==> src/rtl/delta_liafn_scheduler_pkg.sv <==
// Shared definitions for the delta leaky-integrate scheduler.
//   - sched_state_e : scheduler FSM states
//   - DEF_*         : default threshold and leak shift
//   - *_W           : datapath widths (state, current, delta, event)
package delta_liafn_scheduler_pkg;

    typedef enum logic [1:0] {
        ST_IDLE   = 2'd0,
        ST_FETCH  = 2'd1,
        ST_UPDATE = 2'd2,
        ST_EMIT   = 2'd3
    } sched_state_e;

    localparam int unsigned DEF_DELTA_THRESH = 10;
    localparam int unsigned DEF_LEAK_SHIFT   = 3;

    localparam int unsigned STATE_W     = 8;
    localparam int unsigned CUR_W       = 8;
    localparam int unsigned SUM_W       = 10;
    localparam int unsigned DELTA_W     = STATE_W + 1;
    localparam int unsigned EVT_DELTA_W = 8;

    localparam logic [STATE_W-1:0] STATE_MAX = '1;

endpackage

==> src/rtl/delta_liafn_scheduler_update.sv <==
// liafn_update_core: combinational leak/integrate/compare for one neuron.
//   s_i     : current membrane state
//   cur_i   : input current
//   prev_i  : previously committed state of this neuron
//   n_o     : new state, s - (s >> LEAK_SHIFT) + cur, saturated to 255
//   d_o     : signed n - prev
//   spike_o : d_o >= DELTA_THRESH (negative deltas never spike)
module liafn_update_core
    import delta_liafn_scheduler_pkg::*;
#(
    parameter int unsigned DELTA_THRESH = DEF_DELTA_THRESH,
    parameter int unsigned LEAK_SHIFT   = DEF_LEAK_SHIFT
) (
    input  logic        [STATE_W-1:0] s_i,
    input  logic        [CUR_W-1:0]   cur_i,
    input  logic        [STATE_W-1:0] prev_i,
    output logic        [STATE_W-1:0] n_o,
    output logic signed [DELTA_W-1:0] d_o,
    output logic                      spike_o
);

    localparam logic signed [DELTA_W-1:0] THRESH_S = DELTA_W'(DELTA_THRESH);

    function automatic logic [STATE_W-1:0] sat_state(input logic [SUM_W-1:0] v);
        if (v > SUM_W'(STATE_MAX)) begin
            return STATE_MAX;
        end
        return v[STATE_W-1:0];
    endfunction

    logic [SUM_W-1:0] leaked;
    logic [SUM_W-1:0] sum;

    // s - (s >> k) never underflows, so only the add can exceed 8 bits.
    assign leaked  = SUM_W'(s_i) - SUM_W'(s_i >> LEAK_SHIFT);
    assign sum     = leaked + SUM_W'(cur_i);
    assign n_o     = sat_state(sum);
    assign d_o     = $signed({1'b0, n_o}) - $signed({1'b0, prev_i});
    assign spike_o = (d_o >= THRESH_S);

endmodule

==> src/rtl/delta_liafn_scheduler.sv <==
// delta_liafn_scheduler: time-multiplexes one delta-spiking LIF update over
// NUM_NEURONS virtual neurons, sweeping 0..NUM_NEURONS-1 on every tick.
//   clk, rst_n            : clock, async active-low reset
//   tick                  : starts one sweep (ignored while busy / at sweep_done)
//   cur_req/cur_idx       : current request for neuron cur_idx
//   cur_valid/cur_data    : current response, completes the request
//   evt_valid/evt_idx/evt_delta/evt_ready : delta event handshake
//   state_mon             : last committed membrane state
//   busy, sweep_done      : sweep in progress, one-cycle end-of-sweep pulse
//   overrun               : sticky, tick arrived while a sweep was active
module delta_liafn_scheduler
    import delta_liafn_scheduler_pkg::*;
#(
    parameter int unsigned NUM_NEURONS  = 4,
    parameter int unsigned IDX_W        = 2,
    parameter int unsigned DELTA_THRESH = DEF_DELTA_THRESH,
    parameter int unsigned LEAK_SHIFT   = DEF_LEAK_SHIFT
) (
    input  logic                   clk,
    input  logic                   rst_n,
    input  logic                   tick,
    output logic                   cur_req,
    output logic [IDX_W-1:0]       cur_idx,
    input  logic                   cur_valid,
    input  logic [CUR_W-1:0]       cur_data,
    output logic                   evt_valid,
    output logic [IDX_W-1:0]       evt_idx,
    output logic [EVT_DELTA_W-1:0] evt_delta,
    input  logic                   evt_ready,
    output logic [STATE_W-1:0]     state_mon,
    output logic                   busy,
    output logic                   sweep_done,
    output logic                   overrun
);

    localparam logic [IDX_W-1:0] LAST_IDX = IDX_W'(NUM_NEURONS - 1);

    sched_state_e state_q, state_d;
    logic [IDX_W-1:0]       idx_q, idx_d;
    logic [CUR_W-1:0]       cur_q;
    logic [STATE_W-1:0]     mem_q  [NUM_NEURONS];
    logic [STATE_W-1:0]     prev_q [NUM_NEURONS];
    logic [IDX_W-1:0]       evt_idx_q;
    logic [EVT_DELTA_W-1:0] evt_delta_q;
    logic [STATE_W-1:0]     state_mon_q;
    logic                   sweep_done_q, sweep_done_d;
    logic                   overrun_q;

    logic lat_cur;
    logic commit;
    logic load_evt;
    logic is_last;
    logic start;

    logic        [STATE_W-1:0] n_val;
    logic signed [DELTA_W-1:0] d_val;
    logic                      spike;

    liafn_update_core #(
        .DELTA_THRESH (DELTA_THRESH),
        .LEAK_SHIFT   (LEAK_SHIFT)
    ) u_core (
        .s_i     (mem_q[idx_q]),
        .cur_i   (cur_q),
        .prev_i  (prev_q[idx_q]),
        .n_o     (n_val),
        .d_o     (d_val),
        .spike_o (spike)
    );

    assign is_last = (idx_q == LAST_IDX);
    // A tick landing on the sweep_done cycle is treated as an overrun, not a start.
    assign start   = tick && (state_q == ST_IDLE) && !sweep_done_q;

    always_comb begin
        state_d      = state_q;
        idx_d        = idx_q;
        sweep_done_d = 1'b0;
        lat_cur      = 1'b0;
        commit       = 1'b0;
        load_evt     = 1'b0;
        unique case (state_q)
            ST_IDLE: begin
                if (start) begin
                    state_d = ST_FETCH;
                    idx_d   = '0;
                end
            end
            ST_FETCH: begin
                if (cur_valid) begin
                    lat_cur = 1'b1;
                    state_d = ST_UPDATE;
                end
            end
            ST_UPDATE: begin
                commit = 1'b1;
                if (spike) begin
                    load_evt = 1'b1;
                    state_d  = ST_EMIT;
                end else if (is_last) begin
                    state_d      = ST_IDLE;
                    sweep_done_d = 1'b1;
                end else begin
                    idx_d   = idx_q + 1'b1;
                    state_d = ST_FETCH;
                end
            end
            ST_EMIT: begin
                if (evt_ready) begin
                    if (is_last) begin
                        state_d      = ST_IDLE;
                        sweep_done_d = 1'b1;
                    end else begin
                        idx_d   = idx_q + 1'b1;
                        state_d = ST_FETCH;
                    end
                end
            end
            default: state_d = ST_IDLE;
        endcase
    end

    always_ff @(posedge clk or negedge rst_n) begin
        if (!rst_n) begin
            state_q      <= ST_IDLE;
            idx_q        <= '0;
            cur_q        <= '0;
            evt_idx_q    <= '0;
            evt_delta_q  <= '0;
            state_mon_q  <= '0;
            sweep_done_q <= 1'b0;
            overrun_q    <= 1'b0;
            for (int i = 0; i < int'(NUM_NEURONS); i++) begin
                mem_q[i]  <= '0;
                prev_q[i] <= '0;
            end
        end else begin
            state_q      <= state_d;
            idx_q        <= idx_d;
            sweep_done_q <= sweep_done_d;
            if (tick && ((state_q != ST_IDLE) || sweep_done_q)) begin
                overrun_q <= 1'b1;
            end
            if (lat_cur) begin
                cur_q <= cur_data;
            end
            if (commit) begin
                mem_q[idx_q]  <= n_val;
                prev_q[idx_q] <= n_val;
                state_mon_q   <= n_val;
            end
            if (load_evt) begin
                evt_idx_q   <= idx_q;
                evt_delta_q <= d_val[EVT_DELTA_W-1:0];
            end
        end
    end

    assign cur_req    = (state_q == ST_FETCH);
    assign cur_idx    = idx_q;
    assign evt_valid  = (state_q == ST_EMIT);
    assign evt_idx    = evt_idx_q;
    assign evt_delta  = evt_delta_q;
    assign state_mon  = state_mon_q;
    assign busy       = (state_q != ST_IDLE);
    assign sweep_done = sweep_done_q;
    assign overrun    = overrun_q;

endmodule

==> config.mk <==
export PLATFORM = sky130hd
export DESIGN_NAME = delta_liafn_scheduler
export DESIGN_NICKNAME = d
export VERILOG_FILES = /design/src/rtl/delta_liafn_scheduler_pkg.sv /design/src/rtl/delta_liafn_scheduler_update.sv /design/src/rtl/delta_liafn_scheduler.sv
export SDC_FILE = /design/constraint.sdc
export NUM_CORES = 1
export LEC_CHECK = 0
export CORE_ASPECT_RATIO = 1.75
export CORE_MARGIN = 2
export CORE_UTILIZATION = 52
export DETAILED_ROUTE_END_ITERATION = 16
export HOLD_SLACK_MARGIN = 0.03
export PLACE_DENSITY = 0.76
export SLEW_MARGIN = 15
export SYNTH_ARGS = -nofsm -noshare
export SYNTH_HDL_FRONTEND = slang
export SYNTH_SLANG_ARGS = --single-unit
==> constraint.sdc <==
create_clock -name clk -period 5.6 [get_ports clk]
set_input_delay 1.4 -clock clk [delete_from_list [all_inputs] [get_ports clk]]
set_output_delay 1.4 -clock clk [all_outputs]
set_load 0.02 [all_outputs]
==> results of run 1 <==
[state kept, by name (all words and copies together) (netlist names)]
signal      cells
cur_idx         2
cur_q           8
evt_delta       8
evt_idx         2
mem_q          32
overrun         1
state_mon       8
state_q         2
sweep_done      1
[through the flow]
| stage | hold slack (ns) | setup slack, ns | util | std cells |
|---|---|---|---|---|
| 3_3_place_gp | 0.449 | 0.0536 | 0.615 | 525 |
| 4_1_cts | 0.472 | 0.00471 | 0.663 | 542 |
| 3_5_place_dp | 0.459 | -0.141 | 0.615 | 525 |
| 2_1_floorplan | 0.484 | 0.0339 | - | 394 |
| 6_report | 0.467 | -0.00112 | 0.713 | 559 |
| 5_1_grt | 0.481 | -0.187 | 0.713 | 559 |
[critical path, cell delays in order (launching register included)]
cell and delay, ns:
dfrtp_2 0.44, buf_6 0.12, mux4_2 0.54, ha_4 0.20, fa_2 0.43, buf_4 0.16, xnor2_2 0.14, ha_1 0.33
buf_4 0.15, o21ai_0 0.25, o211ai_1 0.12, nand2_1 0.17, o21ai_2 0.09, and2_4 0.19, nor2b_1 0.13, ha_2 0.20
fa_2 0.44, nor2b_4 0.16, o22ai_2 0.12, xnor2_2 0.17, a21oi_2 0.15, nand4_1 0.17, buf_4 0.19, o211a_1 0.21
a31o_2 0.22
[Yosys cell counts (2+ instances only)]
cell	n
xor2_1	5
nand3_1	3
or2_1	2
fa_1	3
o22ai_1	11
mux2i_1	3
a22oi_1	3
nor3_1	4
a211oi_1	2
o21a_1	6
ha_1	26
nand2_1	25
inv_1	26
inv_2	2
mux4_2	8
dfrtp_1	64
clkbuf_1	8
a21o_1	5
nor2_1	64
a31oi_1	34
a21oi_1	14
xnor2_1	9
nand2b_1	4
and2_1	4
o21ai_0	8
o21ai_1	2
and2_0	3
buf_6	6
nor2b_1	9
mux2_2	11
[what timing repair did]
item / 4_1_cts / 5_1_grt
setup endpoints to repair: 12 / 15
gates cloned: 0 / 1
gates resized for setup: 4 / 50
pin swaps: 1 / 22
hold buffers: 0 / 0
buffers inserted: 1 / 16
[routing by layer]
layer  share of wire  up-vias
li1                -     1552
met1            0.37     1643
met2            0.56       92
met3           0.030       30
met4           0.040        0
met5               0        -
[cell families after synthesis]
family / Yosys count
buffers and inverters: 43
muxes: 22
AOI/OAI and AO/OA: 99
xor gates and xnor gates: 14
adders and majority gates: 29
and+or+nand+nor: 123
DFF: 64
[final timing paths]
| path | from | to | slack [ns] | cells after the start |
|---|---|---|---|---|
| worst min register to register | overrun | overrun | 0.47 | 1 |
| worst max-delay path | cur_idx[0] | cur_idx[0] | -0.001 | 24 |
| max in group asynchronous | rst_n | cur_idx[0] | 3.59 | 2 |
| min in group asynchronous | rst_n | mem_q[26] | 1.03 | 1 |
| worst min-delay path | overrun | overrun | 0.47 | 1 |
| worst max register to register | cur_idx[0] | cur_idx[0] | -0.001 | 24 |
[area by class of cell]
type                            instances  area (um2)  area share
Clock inverter                          5        80.1      0.0156
Inverter                               28         105      0.0205
Tap cell                               86         108      0.0210
Clock buffer                           11         243      0.0474
Multi-Input combinational cell        288        2300       0.450
Timing Repair Buffer                   77         677       0.132
Sequential cell                        64        1600       0.313
==> results.py, run 1 <==
metrics = {
    "finish": {
        "layout_common_cells": "dfrtp_1, nor2_1, buf_4",
        "final_layout_size_suffix_gt1_frac": 0.262,
        "antenna_cells": 0,
        "nFillCells": 513,
        "synthToLayoutAreaGrowth_pct": 32.6,
        "fin_nets": 510,
        "layout_commonest_cell": "dfrtp_1",
        "fin_area_mm2": 0.00512,
    },
    "timing": {
        "tns_ns": -0.00112,
        "slew_violations": 0,
        "max_freq_mhz": 179,
        "relSlewSlack": 0.391,
        "finalSetupViolations": 1,
        "worst_pin_slew_ns": 0.910,
        "fin_crit_ns": 5.60,
        "timing.final.ws_setup_ns": -0.00112,
        "hold_viol": 0,
        "timing.final.crit_share": 1.00,
        "fin_skew_ns": 0.00741,
    },
    "worst_setup_path": {
        "cp-end-kind": "flop",
        "cp_max_fo": 5,
        "crit_required_ns": 5.82,
        "worst_setup_path_start_kind": "flop",
        "cp_data_arrival_time_ns": 5.82,
        "worstSetupPathType": "flop to flop",
    },
    "floorplanning": {
        "fp-row-count": 41,
        "dieHeight_um": 118,
        "ios": 38,
        "start_util": 0.537,
        "coreArea_mm2": 0.00718,
        "dieArea_mm2": 0.00816,
        "die_width_um": 69.1,
    },
    "synthesis": {
        "synth_top_family_by_area": "compound AO/OA/AOI/OAI gates",
        "synth_cell_types": 50,
        "synth.area.top_cells": "dfrtp_1, ha_1, nor2_1",
        "netlist_area_mm2": 0.00386,
        "ys.flop_type": "dfrtp_1",
        "synth-adder-area-share": 0.0998,
        "yosys.area_share.xor_xnor": 0.0318,
        "ys_seq_elements": 64,
        "synth_edf_count": 0,
        "synthCells": 394,
        "synth_compound_area_frac": 0.170,
        "async_flop_share": 1.00,
        "ys_seq_area_frac": 0.415,
        "synth_area_leader_cell": "dfrtp_1",
        "synth_top_area_frac": 0.415,
        "synthSimpleGateAreaFrac": 0.143,
        "yosysWarnings": 0,
        "syn_area_per_cell_um2": 9.80,
        "synthMuxAreaShare": 0.0865,
        "syn_nets": 436,
    },
    "job": {
        "maxCapViolations": 0,
    },
    "clocking": {
        "cts_max_path_buffers": 2,
        "clock-sinks": 64,
        "clock_latency_ns": 0.34,
        "clkSlewWorstSetupHoldPaths_ns": 0.05,
        "cts_tree": "yes",
        "cts_root_buf": "clkbuf_16",
        "cts_buffers": 9,
        "cts_htree_levels": 3,
    },
    "route": {
        "post_drt_wl_per_cell_um": 18.3,
        "vias_per_cell": 5.93,
        "first_pass_iters": 4,
        "num_vias": 3317,
        "drc": 0,
        "antenna_left": 0,
        "drt_wl_total_um": 10200,
        "drtIter0Drc": 173,
    },
    "global_route": {
        "antenna_found_initial": 0,
        "grt_pass1_vias": 3336,
        "grt_pass1_wl_um": 15800,
        "grt_max_degree": 45,
        "grt_use_met1": 0.259,
        "grt_use_met2": 0.451,
        "grt_use_met3": 0.0557,
        "gr-total-overflow": 0,
        "track_usage": 0.247,
        "grt_busiest_layer": "met2",
    },
    "place": {
        "placed_cell_area_mm2": 0.00442,
        "hpwl_um": 7090,
        "routabilityCongestion": 0.950,
        "port_buffers": 37,
    },
    "status": {
        "violations": "setup timing",
        "status": "finished with violations",
    },
    "worst_hold_path": {
        "min_path_type": "flop to flop",
    },
}
Power of run 1 is left out: the tool's default activity adds up to more than one toggle a clock period on the data nets, which glitch-free logic cannot reach.
==> inputs of run 2 (changes only) <==
--- a/config.mk
+++ b/config.mk
@@ -11,7 +11,7 @@
 export DETAILED_ROUTE_END_ITERATION = 16
 export HOLD_SLACK_MARGIN = 0.03
 export PLACE_DENSITY = 0.76
-export SLEW_MARGIN = 15
+export SLEW_MARGIN = 20
 export SYNTH_ARGS = -nofsm -noshare
 export SYNTH_HDL_FRONTEND = slang
 export SYNTH_SLANG_ARGS = --single-unit
==> results of run 2 <==
No change in the layout: final DEF, timing and power equal those of run 1.
Power of run 2 is left out for the same reason.
==> RTL change (config.mk and constraints of run 1) <==
`EVT_DELTA_W`: 8 -> 6.
--- a/src/rtl/delta_liafn_scheduler_pkg.sv
+++ b/src/rtl/delta_liafn_scheduler_pkg.sv
@@ -18,7 +18,7 @@
     localparam int unsigned CUR_W       = 8;
     localparam int unsigned SUM_W       = 10;
     localparam int unsigned DELTA_W     = STATE_W + 1;
-    localparam int unsigned EVT_DELTA_W = 8;
+    localparam int unsigned EVT_DELTA_W = 6;
 
     localparam logic [STATE_W-1:0] STATE_MAX = '1;
 
Interface: changed (resized evt_delta); port bits go from 38 to 36. No check against the original RTL was run, so the function may have changed too.
==> RTL change against run 1 <==
- the flow still finishes with violations (negative setup slack)
- worst setup slack got worse by 250 ps
- sequential cell count decreased by 2
- cell area decreased by 0.20%
- synthesized area decreased by 2.8%
- routed wire length decreased by 5.2%
- sequential share of layout area decreased by 0.92 points
- first-iteration DRC count decreased by 7.5%
- critical endpoint is now evt_delta[2]
- largest cell class unchanged
Power is left out: the tool's default activity adds up to more than one toggle a clock period on the data nets, which glitch-free logic cannot reach.
==> RTL change: results (changes against run 1) <==
stage;metric;value;unit;change
run_status;result of the run;finished, violations left;;unchanged
run_status;failing checks;negative setup slack;;unchanged
clocking;H-tree depth;3;;unchanged
placement;placed wire-length estimate;6830;um;was 7090 um
global_route;initial antenna violation count;0;;unchanged
routing;drt pass-1 iters;4;;unchanged
routing;Post-Route WL;9710;um;was 10200 um
yosys;Synth top cells by count;dfrtp_1, nor2_1, a31oi_1;;unchanged
clocking;Clock Path Buffers;2;;unchanged
final_layout;# nets final;512;;was 510
yosys;Synth Net Count;421;;was 436
sta;worst setup margin;-250;ps;was -1.12 ps
final_layout;max reg flops;32;;unchanged
routing;DR iter-0 viols;160;;was 173
worst_setup_path;worst-path fanout max;8;;was 5
routing;DR vias;3260;;was 3317
yosys;Cell variety after synth;48;;was 50
final_layout;n_diodes;0;;unchanged
worst_setup_path;critical path's slowest cell;mux4_2;;unchanged
worst_setup_path;CP delay by family, top;compound AO/OA/AOI/OAI gates;;was adder cells
sta;worst-margin pin slew;635;ps;was 910 ps
global_route;largest net degree at the start of global routing;51;;was 45
worst_setup_path;Arrival @ worst endpoint;6070;ps;was 5820 ps
placement;final RePlAce weighted congestion;0.891;;was 0.950
sta;Clock Skews;6.92;ps;was 7.41 ps
final_layout;largest register by flop count;mem_q;;unchanged
clocking;worst-skew pair later-pin latency;330;ps;
final_layout;fraction of layout cells with a size suffix above 1;30.0;%;was 26.2%
yosys;yosys warns;0;;unchanged
clocking;number of CTS-inserted buffers;9;;unchanged
global_route;global-route usage over all layers;25.8;%;was 24.7%
yosys;top post-synthesis cells by area;dfrtp_1, ha_1, a31oi_1;;was dfrtp_1, ha_1, nor2_1
clocking;Worst-path clk slew;50;ps;about the same
worst_setup_path;Critical Path Max Stage Delay;550;ps;
sta;# setup viols final;13;;was 1
yosys;asr flop ratio synth;100;%;unchanged
yosys;post-synthesis sequential area ratio;41.3;%;was 41.5%
placement;dpl cell area;4590;sq um;was 4420 sq um
clocking;Root Driver;clkbuf_16;;unchanged
global_route;wire length of the first global-routing pass;15100;um;was 15800 um
hold_path;hold crit path type;register to register;;unchanged
global_route;vias in the first global route;3160;;was 3336
placement;input/output buffers;35;;was 37
==> RTL change: through the flow <==
step | util, % | instances | setup WS, ps | TNS (ps)
after floorplan | - | 379 | -171 | -856
after global placement | 64.9 | 537 | -250 | -2430
after detailed placement | 64.9 | 537 | -368 | -3910
after CTS | 69.5 | 556 | -216 | -1930
after global routing | 72.1 | 559 | -459 | -5290
final | 72.1 | 559 | -250 | -2500
==> RTL change: final cells by class <==
type / count / area (sq um)
multi-input combinational: 275 / 2280
fill: 488 / 1970
tap: 86 / 108
timing repair buffer: 98 / 822
clock inverter: 2 / 10.0
inverter: 24 / 90.1
clock buffer: 12 / 246
sequential: 62 / 1550
==> RTL change: logic make-up (layout without fill, tap and decap cells) <==
logic type      count (synthesis)  after routing  share of synthesized area (%)
mux                            24             24                           9.54
xor+xnor                       12             12                           2.80
buf+inv                        43            136                           4.50
flops                          62             62                           41.3
compound gates                 95             96                           17.2
simple gates                  114            114                           14.3
fa+ha+maj                      29             29                           10.3
==> RTL change: final timing paths <==
kind	startpoint	end	slack [ps]	cells after the start
worst max-delay path	cur_idx[0]	evt_delta[2]	-250	24
worst min-delay path	evt_delta[1]	evt_delta[1]	510	1
worst max register to register	cur_idx[0]	evt_delta[2]	-250	24
worst min register to register	evt_delta[1]	evt_delta[1]	510	1
max in group asynchronous	rst_n	cur_idx[0]	3680	2
min in group asynchronous	rst_n	mem_q[23]	950	1
==> RTL change: what timing repair did <==
| item | 4_1_cts | 5_1_grt |
|---|---|---|
| hold buffers | 0 | 0 |
| buffers inserted | 4 | 3 |
| setup endpoints to repair | 13 | 13 |
| gates resized for setup | 7 | 28 |
| gates cloned | 1 | 0 |
| pin swaps | 1 | 8 |
==> RTL change: layer usage <==
layer / track usage, % / up-vias / part of all wire (%)
met4: 13.6 / 0 / 4.4
met3: 5.88 / 30 / 3.7
met1: 30.9 / 1595 / 38
met2: 42.4 / 86 / 54
li1: - / 1549 / -
met5: 0 / - / 0
